$ cat src/rtl/lsu_pkg.sv
// Shared definitions for the load/store unit: access-size codes, error causes,
// FSM state encoding and request legality helpers.
package lsu_pkg;

    localparam logic [2:0] LSU_B  = 3'b000;
    localparam logic [2:0] LSU_H  = 3'b001;
    localparam logic [2:0] LSU_W  = 3'b010;
    localparam logic [2:0] LSU_BU = 3'b100;
    localparam logic [2:0] LSU_HU = 3'b101;

    localparam logic [1:0] ERR_NONE     = 2'b00;
    localparam logic [1:0] ERR_MISALIGN = 2'b01;
    localparam logic [1:0] ERR_ILLEGAL  = 2'b10;
    localparam logic [1:0] ERR_TIMEOUT  = 2'b11;

    typedef enum logic [2:0] {
        ST_IDLE = 3'd0,
        ST_REQ  = 3'd1,
        ST_WAIT = 3'd2,
        ST_DONE = 3'd3,
        ST_ERR  = 3'd4
    } lsu_state_e;

    function automatic logic funct3_illegal(input logic we, input logic [2:0] f3);
        logic ok;
        ok = (f3 == LSU_B) || (f3 == LSU_H) || (f3 == LSU_W);
        if (!we) begin
            ok = ok || (f3 == LSU_BU) || (f3 == LSU_HU);
        end
        return !ok;
    endfunction

    // f3[1:0] encodes the access size for every legal code (byte, half, word).
    function automatic logic addr_misaligned(input logic [2:0] f3, input logic [1:0] lo);
        logic mis;
        case (f3[1:0])
            2'b01:   mis = lo[0];
            2'b10:   mis = (lo != 2'b00);
            default: mis = 1'b0;
        endcase
        return mis;
    endfunction

endpackage

$ cat src/rtl/lsu_align.sv
// Byte-lane steering shared by the store and load paths: byte enables,
// store-data replication and load-data extraction with sign/zero extension.
module lsu_align
    import lsu_pkg::*;
(
    input  logic [1:0]  addr_lo_i,
    input  logic [2:0]  funct3_i,
    input  logic [31:0] wdata_i,
    input  logic [31:0] rdata_i,
    output logic [3:0]  be_o,
    output logic [31:0] wdata_o,
    output logic [31:0] rdata_o
);

    logic [3:0]  be_base;
    logic [31:0] rdata_shift;
    logic [7:0]  rd_byte;
    logic [15:0] rd_half;
    logic        sign_ext;

    always_comb begin
        case (funct3_i[1:0])
            2'b00:   be_base = 4'b0001;
            2'b01:   be_base = 4'b0011;
            default: be_base = 4'b1111;
        endcase
    end

    assign be_o = be_base << addr_lo_i;

    genvar gi;
    generate
        for (gi = 0; gi < 4; gi++) begin : g_lane
            always_comb begin
                case (funct3_i[1:0])
                    2'b00:   wdata_o[gi*8 +: 8] = wdata_i[7:0];
                    2'b01:   wdata_o[gi*8 +: 8] = wdata_i[(gi % 2)*8 +: 8];
                    default: wdata_o[gi*8 +: 8] = wdata_i[gi*8 +: 8];
                endcase
            end
        end
    endgenerate

    // Bring the addressed byte/half down to lane 0, then extend.
    assign rdata_shift = rdata_i >> {addr_lo_i, 3'b000};
    assign rd_byte     = rdata_shift[7:0];
    assign rd_half     = rdata_shift[15:0];
    assign sign_ext    = !funct3_i[2];

    always_comb begin
        case (funct3_i[1:0])
            2'b00:   rdata_o = {{24{sign_ext & rd_byte[7]}}, rd_byte};
            2'b01:   rdata_o = {{16{sign_ext & rd_half[15]}}, rd_half};
            default: rdata_o = rdata_i;
        endcase
    end

endmodule

$ cat src/rtl/lsu.sv
// Load/store unit: one data-memory transaction per accepted request over a
// req/gnt/rvalid bus, with misaligned, illegal-funct3 and timeout errors.
module lsu
    import lsu_pkg::*;
#(
    parameter int unsigned TIMEOUT = 256
) (
    input  logic        clk_i,
    input  logic        rst_ni,
    input  logic        req_valid_i,
    output logic        req_ready_o,
    input  logic        req_we_i,
    input  logic [2:0]  req_funct3_i,
    input  logic [31:0] req_addr_i,
    input  logic [31:0] req_wdata_i,
    input  logic [4:0]  req_rd_i,
    output logic        mem_req_o,
    input  logic        mem_gnt_i,
    output logic        mem_we_o,
    output logic [31:0] mem_addr_o,
    output logic [3:0]  mem_be_o,
    output logic [31:0] mem_wdata_o,
    input  logic        mem_rvalid_i,
    input  logic [31:0] mem_rdata_i,
    output logic        rsp_valid_o,
    output logic [4:0]  rsp_rd_o,
    output logic [31:0] rsp_rdata_o,
    output logic        err_o,
    output logic [1:0]  err_cause_o
);

    localparam int unsigned CNT_W = (TIMEOUT > 0) ? $clog2(TIMEOUT + 1) : 1;
    localparam logic [CNT_W-1:0] CNT_LAST = (TIMEOUT > 0) ? CNT_W'(TIMEOUT - 1) : '0;

    lsu_state_e       state_q, state_d;
    logic [CNT_W-1:0] cnt_q, cnt_d;
    logic [1:0]       cause_q, cause_d;
    logic [31:0]      rdata_q, rdata_d;
    logic             we_q;
    logic [2:0]       f3_q;
    logic [31:0]      addr_q;
    logic [31:0]      wdata_q;
    logic [4:0]       rd_q;

    logic             accept;
    logic             timed_out;
    logic [3:0]       be_w;
    logic [31:0]      wdata_w;
    logic [31:0]      rdata_w;

    assign accept    = req_valid_i && (state_q == ST_IDLE);
    // Last allowed REQ/WAIT cycle; a gnt/rvalid in that same cycle still wins.
    assign timed_out = (TIMEOUT != 0) && (cnt_q == CNT_LAST);

    lsu_align u_align (
        .addr_lo_i (addr_q[1:0]),
        .funct3_i  (f3_q),
        .wdata_i   (wdata_q),
        .rdata_i   (mem_rdata_i),
        .be_o      (be_w),
        .wdata_o   (wdata_w),
        .rdata_o   (rdata_w)
    );

    always_comb begin
        state_d = state_q;
        cnt_d   = cnt_q;
        cause_d = cause_q;
        rdata_d = rdata_q;
        unique case (state_q)
            ST_IDLE: begin
                cnt_d = '0;
                if (req_valid_i) begin
                    if (funct3_illegal(req_we_i, req_funct3_i)) begin
                        state_d = ST_ERR;
                        cause_d = ERR_ILLEGAL;
                    end else if (addr_misaligned(req_funct3_i, req_addr_i[1:0])) begin
                        state_d = ST_ERR;
                        cause_d = ERR_MISALIGN;
                    end else begin
                        state_d = ST_REQ;
                    end
                end
            end
            ST_REQ: begin
                if (mem_gnt_i) begin
                    state_d = we_q ? ST_DONE : ST_WAIT;
                    cnt_d   = we_q ? '0 : cnt_q + CNT_W'(1);
                end else if (timed_out) begin
                    state_d = ST_ERR;
                    cause_d = ERR_TIMEOUT;
                    cnt_d   = '0;
                end else begin
                    cnt_d = cnt_q + CNT_W'(1);
                end
            end
            ST_WAIT: begin
                if (mem_rvalid_i) begin
                    state_d = ST_DONE;
                    rdata_d = rdata_w;
                    cnt_d   = '0;
                end else if (timed_out) begin
                    state_d = ST_ERR;
                    cause_d = ERR_TIMEOUT;
                    cnt_d   = '0;
                end else begin
                    cnt_d = cnt_q + CNT_W'(1);
                end
            end
            ST_DONE: state_d = ST_IDLE;
            ST_ERR:  state_d = ST_IDLE;
            default: state_d = ST_IDLE;
        endcase
    end

    always_ff @(posedge clk_i or negedge rst_ni) begin
        if (!rst_ni) begin
            state_q <= ST_IDLE;
            cnt_q   <= '0;
            cause_q <= ERR_NONE;
            rdata_q <= '0;
        end else begin
            state_q <= state_d;
            cnt_q   <= cnt_d;
            cause_q <= cause_d;
            rdata_q <= rdata_d;
        end
    end

    always_ff @(posedge clk_i or negedge rst_ni) begin
        if (!rst_ni) begin
            we_q    <= 1'b0;
            f3_q    <= 3'b000;
            addr_q  <= '0;
            wdata_q <= '0;
            rd_q    <= '0;
        end else if (accept) begin
            we_q    <= req_we_i;
            f3_q    <= req_funct3_i;
            addr_q  <= req_addr_i;
            wdata_q <= req_wdata_i;
            rd_q    <= req_rd_i;
        end
    end

    // Outputs decode straight from state so an async reset zeroes them at once.
    assign req_ready_o = (state_q == ST_IDLE);
    assign mem_req_o   = (state_q == ST_REQ);
    assign mem_we_o    = mem_req_o && we_q;
    assign mem_addr_o  = mem_req_o ? {addr_q[31:2], 2'b00} : 32'd0;
    assign mem_be_o    = mem_req_o ? be_w : 4'd0;
    assign mem_wdata_o = mem_we_o ? wdata_w : 32'd0;
    assign rsp_valid_o = (state_q == ST_DONE);
    assign rsp_rd_o    = (rsp_valid_o && !we_q) ? rd_q : 5'd0;
    assign rsp_rdata_o = (rsp_valid_o && !we_q) ? rdata_q : 32'd0;
    assign err_o       = (state_q == ST_ERR);
    assign err_cause_o = cause_q;

endmodule

$ cat config.mk
export PLATFORM = sky130hd
export DESIGN_NAME = lsu
export DESIGN_NICKNAME = d
export VERILOG_FILES = /design/src/rtl/lsu_pkg.sv /design/src/rtl/lsu_align.sv /design/src/rtl/lsu.sv
export SDC_FILE = /design/constraint.sdc
export NUM_CORES = 1
export LEC_CHECK = 0
export BUFFER_PORTS_ARGS = -buffer_cell sky130_fd_sc_hd__buf_2
export CORE_MARGIN = 2
export CORE_UTILIZATION = 40
export CTS_CLUSTER_SIZE = 10
export DETAILED_ROUTE_END_ITERATION = 16
export GPL_ROUTABILITY_DRIVEN = 1
export PLACE_DENSITY_LB_ADDON = 0.25
export SLEW_MARGIN = 20
export SYNTH_ARGS = -nofsm -noshare
export SYNTH_HDL_FRONTEND = slang
export SYNTH_SLANG_ARGS = --single-unit
$ cat constraint.sdc
create_clock -name clk_i -period 1.99 [get_ports clk_i]
set_input_delay 0.398 -clock clk_i [delete_from_list [all_inputs] [get_ports clk_i]]
set_output_delay 0.398 -clock clk_i [all_outputs]
set_load 0.01 [all_outputs]
Word level (Yosys, flattened, before mapping)
Index checks and enable logic that the tools add are counted.
Storage, ports and cells
  word-level logic and storage cells: 84
  register bits after elaboration: 119
  output and inout port bits: 112
Cells by class
  bitwise logic cells: 2
  reduce and logical (&&, ||, !) cells: 17
  shifts and indexed selects: 2
  equal/unequal tests: 16
  add/sub/neg operators: 1
  mux-type cells: 37
Operators by type and width (count)
  $mux W32: 3
  $pmux W32 S2: 1
  $mux W9: 4
  $shr A32 B5 Y16: 1
  $pmux W9 S3: 1
  $mux W3: 6
  $mux W8: 2
  $pmux W8 S2: 1
  $mux W2: 6
  $add A9 B1 Y9 const B: 1
  $eq A3 B2 Y1 const B: 3
  $eq A3 B3 Y1 const B: 3
  $eq A9 B8 Y1 const B: 1
  $pmux W3 S3: 1
  $pmux W4 S2: 1
  $mux W1: 7
  $eq A3 B1 Y1 const B: 2
  $logic_not A3 Y1: 2
  $ne A2 B2 Y1 const B: 3
  $pmux W2 S3: 1
  $mux W5: 1
  $reduce_and A5 Y1: 1
  $eq A2 B1 Y1 const B: 2
  $logic_or A1 B1 Y1: 4
  other kinds (13): 17

Logic depth before layout (Yosys ltp)
Gate-level depths: netlist (run 1).
  word-level depth: 15
  gate-level depth with buffers: 10

Modules after synthesis
A second synthesis (run 1) with hierarchy kept.
Second synthesis, totals
  cell total of the unflattened synthesis: 636
  area total of the unflattened synthesis: 6801.5 um^2
Modules (own cells, without submodules)
  lsu: cells each 453, instances 1, area each 5625.4 um^2
  lsu_align: cells each 183, instances 1, area each 1176.1 um^2

Worst setup path before layout (run 1)
No wires, ideal clock.
  path kind: flip-flop to flip-flop
  from: reg cnt_q[0]
  to: reg cause_q[0] (netlist: err_cause_o[0])
  stages on the path, launching flop included: 11
  path slack: -0.161 ns
  arrival: 2.032 ns
  clock period less this slack: 2.151 ns
  library setup time: 0.119 ns
  path buffers: 0
  path through: dfrtp_1 ha_1 and3_1 and3_1 nand3_1 inv_1 ha_1 nor2b_1 o22ai_1 or4_1 o21a_1
On the way
  cells in the longest elaborated chain, start to end: 4
Ends and longest elaborated chain
  from (decl): RTL line lsu.sv:36  | logic [CNT_W-1:0] cnt_q, cnt_d;
  from (signal assigned): RTL line lsu.sv:124  | cnt_q <= cnt_d;
  $eq A9 B8 Y1 (*): RTL line lsu.sv:53  | assign timed_out = (TIMEOUT != 0) && (cnt_q == CNT_LAST);
  $mux W2 (*)
  $mux W2 (on tied branches)
  $pmux W2 S3 (*)
  to (signal assigned): RTL line lsu.sv:125  | cause_q <= cause_d;
  to (decl): RTL line lsu.sv:37  | logic [1:0] cause_q, cause_d;
Mark *: on every way between the ends. The rest lies on a longest branch, timed or not. The select of a mux whose other input is x is not followed.
A chain may end at the register's enable or synchronous reset.

Worst setup path after layout (run 1)
  from: reg state_q[2]
  to: out rsp_rdata_o[31]
On the way
  cells in the longest elaborated chain, start to end: 3
Ends and longest elaborated chain
  from (decl): RTL line lsu.sv:35  | lsu_state_e state_q, state_d;
  from (signal assigned): RTL line lsu.sv:123  | state_q <= state_d;
  $eq A3 B2 Y1: RTL line lsu.sv:153  | assign rsp_valid_o = (state_q == ST_DONE);
  $logic_and A1 B1 Y1: RTL line lsu.sv:155  | assign rsp_rdata_o = (rsp_valid_o && !we_q) ? rdata_q : 32'd0;
  $mux W32: RTL line lsu.sv:155
  to (decl): RTL line lsu.sv:27  | output logic [31:0] rsp_rdata_o,
No other way between the ends.

==> impl_metrics.csv, run 1 <==
group,metric,value,unit
outcome,status,"finished, violations left",
outcome,violations,"setup timing",
setup_path,worstSetupPathType,"flop to primary output",
grt,grtUsageTotal,0.2302,
detailed_routing,dr_total_vias,5939,
final_layout,fin_nets,996,
synth,synthFlopType,"dfrtp_1",
power,p_leak,4.692,nW
clocking,cts_buffers,17,
timing,slew-limit-headroom,0.4116,
floorplan,start_util,0.4056,
timing,finClkSkew,12.64,ps
place,dp_hpwl,13.27,mm
power,total_power,13.77,mW
setup_path,ff2ff_path_depth,10,
synth,seq_area_frac_synth,0.4672,
setup_path,endpoint_kind,"primary output",
synth,synth.distinct_cells,58,
detailed_routing,wl_per_cell,18.29,µm
power,peakVddDrop,0.0007029,V
detailed_routing,dr.pass1.iters,6,
synth,synth-seq-cells,119,
timing,fin_crit,2194,ps
grt,grt_max_degree,49,
final_layout,multi_input_area,0.003498,mm²
clocking,root_buffer,"clkbuf_16",
clocking,cts_tree,"done",
final_layout,drive_gt1_frac,0.4815,
floorplan,die_w,130.2,µm
setup_path,timing.rr.end,"err_cause_o[0]$_DFFE_PN0P_",
final_layout,final_common_cell,"buf_2",
hold_path,hold_path.class,"primary input to flop",
setup_path,cp_max_fo,10,
grt,grt_pass1_wl,30.17,mm
setup_path,slowest_stage,"dfrtp_1",
setup_path,critical_path.startpoint,"state_q[2]$_DFFE_PN0N_",
grt,grt_overflow,0,
floorplan,die_h,130.2,µm
clocking,numClockSinks,119,
clocking,cts_max_level,4,
setup_path,reg2reg_from,"cnt_q[0]$_DFFE_PN0N_",
setup_path,arrival,1800,ps
setup_path,crit_required,1590,ps
detailed_routing,post-route-drc-count,0,
timing,maxSlewViolCount,0,
timing,rsz0062_at_grt,"yes",
final_layout,regArea,0.002984,mm²
detailed_routing,via_per_inst,5.355,
setup_path,r2r_slack,-160,ps
timing,setup_viol,106,
timing,fin_tns_setup,-14150,ps
synth,netlist_area,0.006374,mm²
grt,grt_pass1_vias,5984,
setup_path,start_kind,"flop",
detailed_routing,wl,20.28,mm
synth,synth-edff-count,0,
clocking,clk_pin_slew,60,ps
place,port_buffers,219,
place,gp_congestion,0.8755,
detailed_routing,initialDrtViolationCount,283,
synth,async_reset_ff_frac,1.000,
final_layout,antenna_cells,0,
synth,syn_avg_cell_area,10.26,µm²
floorplan,core,0.01571,mm²
clocking,clock_latency,420,ps
timing,tightest_slew,875.1,ps
setup_path,path_cells,"buf_6 > and3b_2 > buf_8 > and3_1 > buf_2",
synth,synthCells,621,
clocking,clockBufferDepth,2,
setup_path,slowest_delay,420,ps
setup_path,critPathCapture,"rsp_rdata_o[31]",
timing,clock.fmax,455.8,MHz
final_layout,synthToLayoutAreaGrowth,50.82,%
power,p_per_area,1432,mW/mm²
timing,setup_slack,-204.0,ps
floorplan,pin_count,222,
timing,final_hold_viol_count,0,
flow_run,cap_violations,0,
grt,antenna_found_initial,0,
floorplan,die-area,0.01696,mm²
detailed_routing,ant_nets,0,
final_layout,final_cell_mix,"buf_2, dfrtp_1, mux2_1",
final_layout,fin_util,0.6118,
floorplan,rows,46,
synth,yosysWarnings,0,
final_layout,nFillCells,1312,
timing,period_share,1.102,
[Yosys cell counts, types with 4 or more instances]
| cell type | number | area share |
|---|---|---|
| inv_1 | 9 | 0.0053 |
| a22oi_1 | 9 | 0.011 |
| mux2_2 | 21 | 0.037 |
| a21oi_1 | 35 | 0.027 |
| nor2b_1 | 5 | 0.0049 |
| dfrtp_1 | 119 | 0.47 |
| mux2_1 | 58 | 0.10 |
| ha_1 | 6 | 0.012 |
| nand2_1 | 45 | 0.027 |
| nand2b_1 | 6 | 0.0059 |
| o21a_1 | 9 | 0.011 |
| mux2i_1 | 19 | 0.030 |
| o21ai_0 | 15 | 0.012 |
| o22ai_1 | 4 | 0.0039 |
| and3_1 | 48 | 0.047 |
| buf_4 | 10 | 0.012 |
| nor2_1 | 42 | 0.025 |
| and2_1 | 31 | 0.030 |
| a222oi_1 | 7 | 0.011 |
| clkbuf_1 | 26 | 0.015 |
| buf_2 | 10 | 0.0079 |
| nand3_1 | 37 | 0.029 |
[metrics by stage]
step | hold WS, ps | instances | cell area [µm²] | setup WS [ps]
after floorplan | 102.4 | 622 | 6409 | -59.00
after global placement | 382.1 | 1047 | 7936 | -70.59
after detailed placement | 392.2 | 1047 | 7936 | -147.8
after CTS | 179.3 | 1102 | 9241 | -216.3
after global routing | 183.7 | 1109 | 9613 | -259.2
final | 187.9 | 1109 | 9613 | -204.0
[registers in the layout, indices dropped and copies added (netlist names)]
register / cells
state_q: 3
rdata_q: 32
cnt_q: 9
err_cause_o: 2
rd_q: 5
f3_q: 3
we_q: 1
wdata_q: 32
addr_q: 32
[cell type report]
| class | count | area share |
|---|---|---|
| Clock buffer | 24 | 0.05219 |
| Clock inverter | 8 | 0.01718 |
| Inverter | 10 | 0.003905 |
| Multi-Input combinational cell | 443 | 0.3639 |
| Sequential cell | 119 | 0.3104 |
| Tap cell | 216 | 0.02811 |
| Timing Repair Buffer | 289 | 0.2243 |
[critical path: cells and delay by family (launching register included)]
family        cells  cell delay (ps)
flops             1              420
buf+inv           3              450
simple gates      2              510
[report_power, final]
| part | total (mW) | switching [mW] | leakage, nW | internal (mW) |
|---|---|---|---|---|
| registers | 4.38 | 0.817 | 1.42 | 3.57 |
| logic | 5.92 | 2.90 | 2.94 | 3.02 |
| clock network | 3.47 | 1.08 | 0.330 | 2.38 |
| total | 13.8 | 4.80 | 4.69 | 8.97 |
[metal layers]
layer	routed length (µm)	global-route usage
met5	0	0
met4	385	0.09235
met3	1508	0.06109
met2	10140	0.3896
met1	8246	0.2801
[what timing repair did]
action / 4_1_cts / 5_1_grt
endpoints found under the setup margin: 109 / 177
cloned: 4 / 4
pin swaps: 11 / 21
setup buffers: 18 / 9
hold endpoints to repair: 32 / 0
hold buffers: 1 / 0
gates resized for setup: 86 / 67
[logic make-up after synthesis]
kind of cell,after synthesis,share of synthesized area
buf+inv,60,0.04436
fa+ha+maj,6,0.01178
other cells,1,0.0005884
simple gates,234,0.1947
mux,100,0.1765
xor+xnor,1,0.001374
flops,119,0.4672
compound gates,100,0.1035
[worst min path at each step]
stage | cells past startpoint | from | slack, ps | end
4_1_cts | 2 | req_addr_i[21] | 180 | addr_q[21]$_DFFE_PN0P_
2_1_floorplan | 0 | rst_ni | 100 | addr_q[0]$_DFFE_PN0P_
5_1_grt | 2 | req_wdata_i[2] | 180 | wdata_q[2]$_DFFE_PN0P_
6_report | 2 | req_wdata_i[25] | 190 | wdata_q[25]$_DFFE_PN0P_
3_3_place_gp | 1 | rst_ni | 380 | cnt_q[4]$_DFFE_PN0N_
3_5_place_dp | 1 | rst_ni | 390 | cnt_q[4]$_DFFE_PN0N_
Note: power is estimated with default switching activity, not from simulation.
==> run 2, diff against run 1 <==
Settings changed: SYNTH_HIERARCHICAL set to 1.
==> run 2 against run 1 <==
  * The run still ends with setup timing left
  * Count of clock-buffer cells in the layout fell by 2
  * Cell count rose by 0.72%
  * Final area rose by 2.4%
  * Critical path type unchanged
  * Total power rose by 3.1%
  * Largest cell class unchanged
  * Sequential cell count did not move
  * Fmax rose by 0.15%
  * First-iteration DRC count rose by 1.1%
  * Combinational power rose by 13%
==> impl_metrics.csv, run 2 <==
group,metric,value,unit
outcome,status,"finished, violations left",
outcome,violations,"setup timing",
setup_path,r2r_slack,-40,ps
flow_run,cap_violations,0,
timing,setup_viol,117,
clocking,root_buffer,"clkbuf_16",
grt,grt_pass1_wl,29.30,mm
synth,synthCells,636,
grt,grt_pass1_vias,5704,
synth,synth-seq-cells,119,
floorplan,rows,47,
clocking,cts_max_level,4,
synth,synth_top_cells_by_count,"dfrtp_1, mux2_2, and2_1",
final_layout,drive_gt1_frac,0.5513,
synth,synth-edff-count,0,
timing,finClkSkew,10.27,ps
clocking,numClockSinks,119,
detailed_routing,via_per_inst,5.129,
clocking,cts_buffers,17,
final_layout,final_cell_mix,"buf_2, dfrtp_1, mux2_2",
clocking,clk_pin_slew,60,ps
place,preCtsSetupSlack,-62.01,ps
floorplan,die_h,134.4,µm
synth,netlist_area,0.006802,mm²
setup_path,start_kind,"flop",
hold_path,worstHoldEndpoint,"addr_q[20]$_DFFE_PN0P_",
setup_path,endpoint_kind,"primary output",
floorplan,die_w,134.4,µm
setup_path,ff2ff_path_depth,6,
setup_path,reg2reg_from,"addr_q[1]$_DFFE_PN0P_",
final_layout,regArea,0.002983,mm²
power,p_per_area,1442,mW/mm²
setup_path,path_cells,"buf_6 > nor3b_4 > buf_6 > buf_12 > and3_1 > buf_2",
hold_path,min_from,"req_addr_i[20]",
detailed_routing,dr_total_vias,5729,
place,dp_hpwl,12.56,mm
clocking,cts_tree,"done",
setup_path,slowest_delay,400,ps
timing,period_share,1.101,
hold_path,hold_path.class,"primary input to flop",
final_layout,nFillCells,1422,
synth,async_reset_ff_frac,1.000,
timing,maxSlewViolCount,0,
setup_path,timing.rr.end,"rdata_q[31]$_DFFE_PN0P_",
clocking,clock_latency,410,ps
grt,grtUsageTotal,0.2067,
synth,synthFlopType,"dfrtp_1",
grt,grt_max_degree,38,
final_layout,top_regs,"addr_q: 32 flops, rdata_q: 32 flops, wdata_q: 32 flops",
timing,rsz0062_at_grt,"yes",
setup_path,timing.critical_path.mode_cell,"buf_6",
grt,grt_overflow,0,
synth,syn_avg_cell_area,10.69,µm²
setup_path,worstSetupPathType,"flop to primary output",
timing,fin_crit,2191,ps
grt,antenna_found_initial,2,
detailed_routing,post-route-drc-count,0,
timing,slew-limit-headroom,0.6604,
final_layout,final_common_cell,"buf_2",
detailed_routing,wl,19.98,mm
synth,synth_top_cell_by_area,"dfrtp_1",
synth,synth.distinct_cells,48,
power,p_leak,4.905,nW
power,peakVddDrop,0.0007473,V
detailed_routing,initialDrtViolationCount,286,
setup_path,cp_num_buf_inv,4,
synth,yosysWarnings,6,
synth,netlist.area_leader.share,0.4378,
synth,seq_area_frac_synth,0.4378,
final_layout,fin_util,0.5937,
floorplan,core,0.01658,mm²
final_layout,synthToLayoutAreaGrowth,44.76,%
setup_path,crit_required,1590,ps
detailed_routing,dr.pass1.iters,6,
timing,setup_slack,-200.7,ps
floorplan,pin_count,222,
detailed_routing,wl_per_cell,17.89,µm
floorplan,start_util,0.4101,
clocking,clockBufferDepth,2,
synth,synth_most_common_cell,"dfrtp_1",
place,port_buffers,219,
final_layout,fin_nets,999,
setup_path,slowest_stage,"dfrtp_2",
timing,final_hold_viol_count,0,
setup_path,crit_family,"buffers and inverters",
timing,tightest_slew,509.4,ps
setup_path,arrival,1790,ps
place,gp_congestion,0.7789,
detailed_routing,ant_nets,0,
timing,clock.fmax,456.5,MHz
setup_path,cp_max_fo,17,
synth,synthTopCellsByArea,"dfrtp_1, mux2_2, and2_1",
floorplan,die-area,0.01806,mm²
final_layout,multi_input_area,0.003735,mm²
hold_path,hold_depth,2,
==> run 2: kinds of logic after synthesis <==
logic type,count (synthesis),synth area share
mux,147,0.2415
fa+ha+maj,6,0.01104
other cells,1,0.0005513
buf+inv,66,0.05169
simple gates,218,0.1764
flops,119,0.4378
compound gates,79,0.08095
==> run 2: power breakdown <==
group / switching [mW] / internal, mW
Sequential: 0.749 / 3.58
Combinational: 3.05 / 3.63
Clock: 1.13 / 2.07
Total: 4.93 / 9.27
==> run 2: routing by layer <==
metal	track usage	share of wire
met1	0.2609	0.43
met2	0.3467	0.49
met3	0.06387	0.074
met4	0.05088	0.012
met5	0	0.00050
==> run 2: area by class of cell <==
cell class	count	area share
clock inverters	10	0.01474
clock buffers	22	0.04816
well taps	220	0.02796
repair buffers	284	0.2232
multi-input cells	452	0.3793
flip-flops and latches	119	0.3030
diodes	1	0.0002542
inverters	9	0.003431
==> run 2: worst max path at each step <==
| stage | start | end | slack [ps] | cells past startpoint |
|---|---|---|---|---|
| after CTS | state_q[1]$_DFFE_PN0N_ | mem_wdata_o[1] | -210 | 6 |
| after global routing | state_q[1]$_DFFE_PN0N_ | mem_addr_o[25] | -260 | 6 |
| final | state_q[1]$_DFFE_PN0N_ | mem_wdata_o[7] | -200 | 6 |
| after detailed placement | mem_rdata_i[31] | rdata_q[19]$_DFFE_PN0P_ | -60 | 7 |
| after global placement | mem_rdata_i[31] | rdata_q[20]$_DFFE_PN0P_ | -50 | 7 |
| after floorplan | cnt_q[0]$_DFFE_PN0N_ | err_cause_o[0]$_DFFE_PN0P_ | 60 | 9 |
==> run 2: what timing repair did <==
action | CTS | global route
gates resized for setup | 52 | 119
endpoints found under the setup margin | 110 | 167
hold buffers | 1 | 0
endpoints found under the hold margin | 29 | 0
buffers inserted | 10 | 5
gates cloned | 4 | 7
pin swaps | 9 | 25
==> run 2: metrics by stage <==
step	power [mW]	std cells	cell area, µm²	TNS, ps	hold WS, ps
2_1_floorplan	8.262	637	6805	0	102.4
3_3_place_gp	9.778	1058	8277	-314.8	399.8
3_5_place_dp	9.882	1058	8277	-572.2	396.7
4_1_cts	13.44	1105	9245	-18580	186.8
5_1_grt	15.07	1116	9843	-23110	189.3
6_report	14.20	1117	9846	-16190	199.1
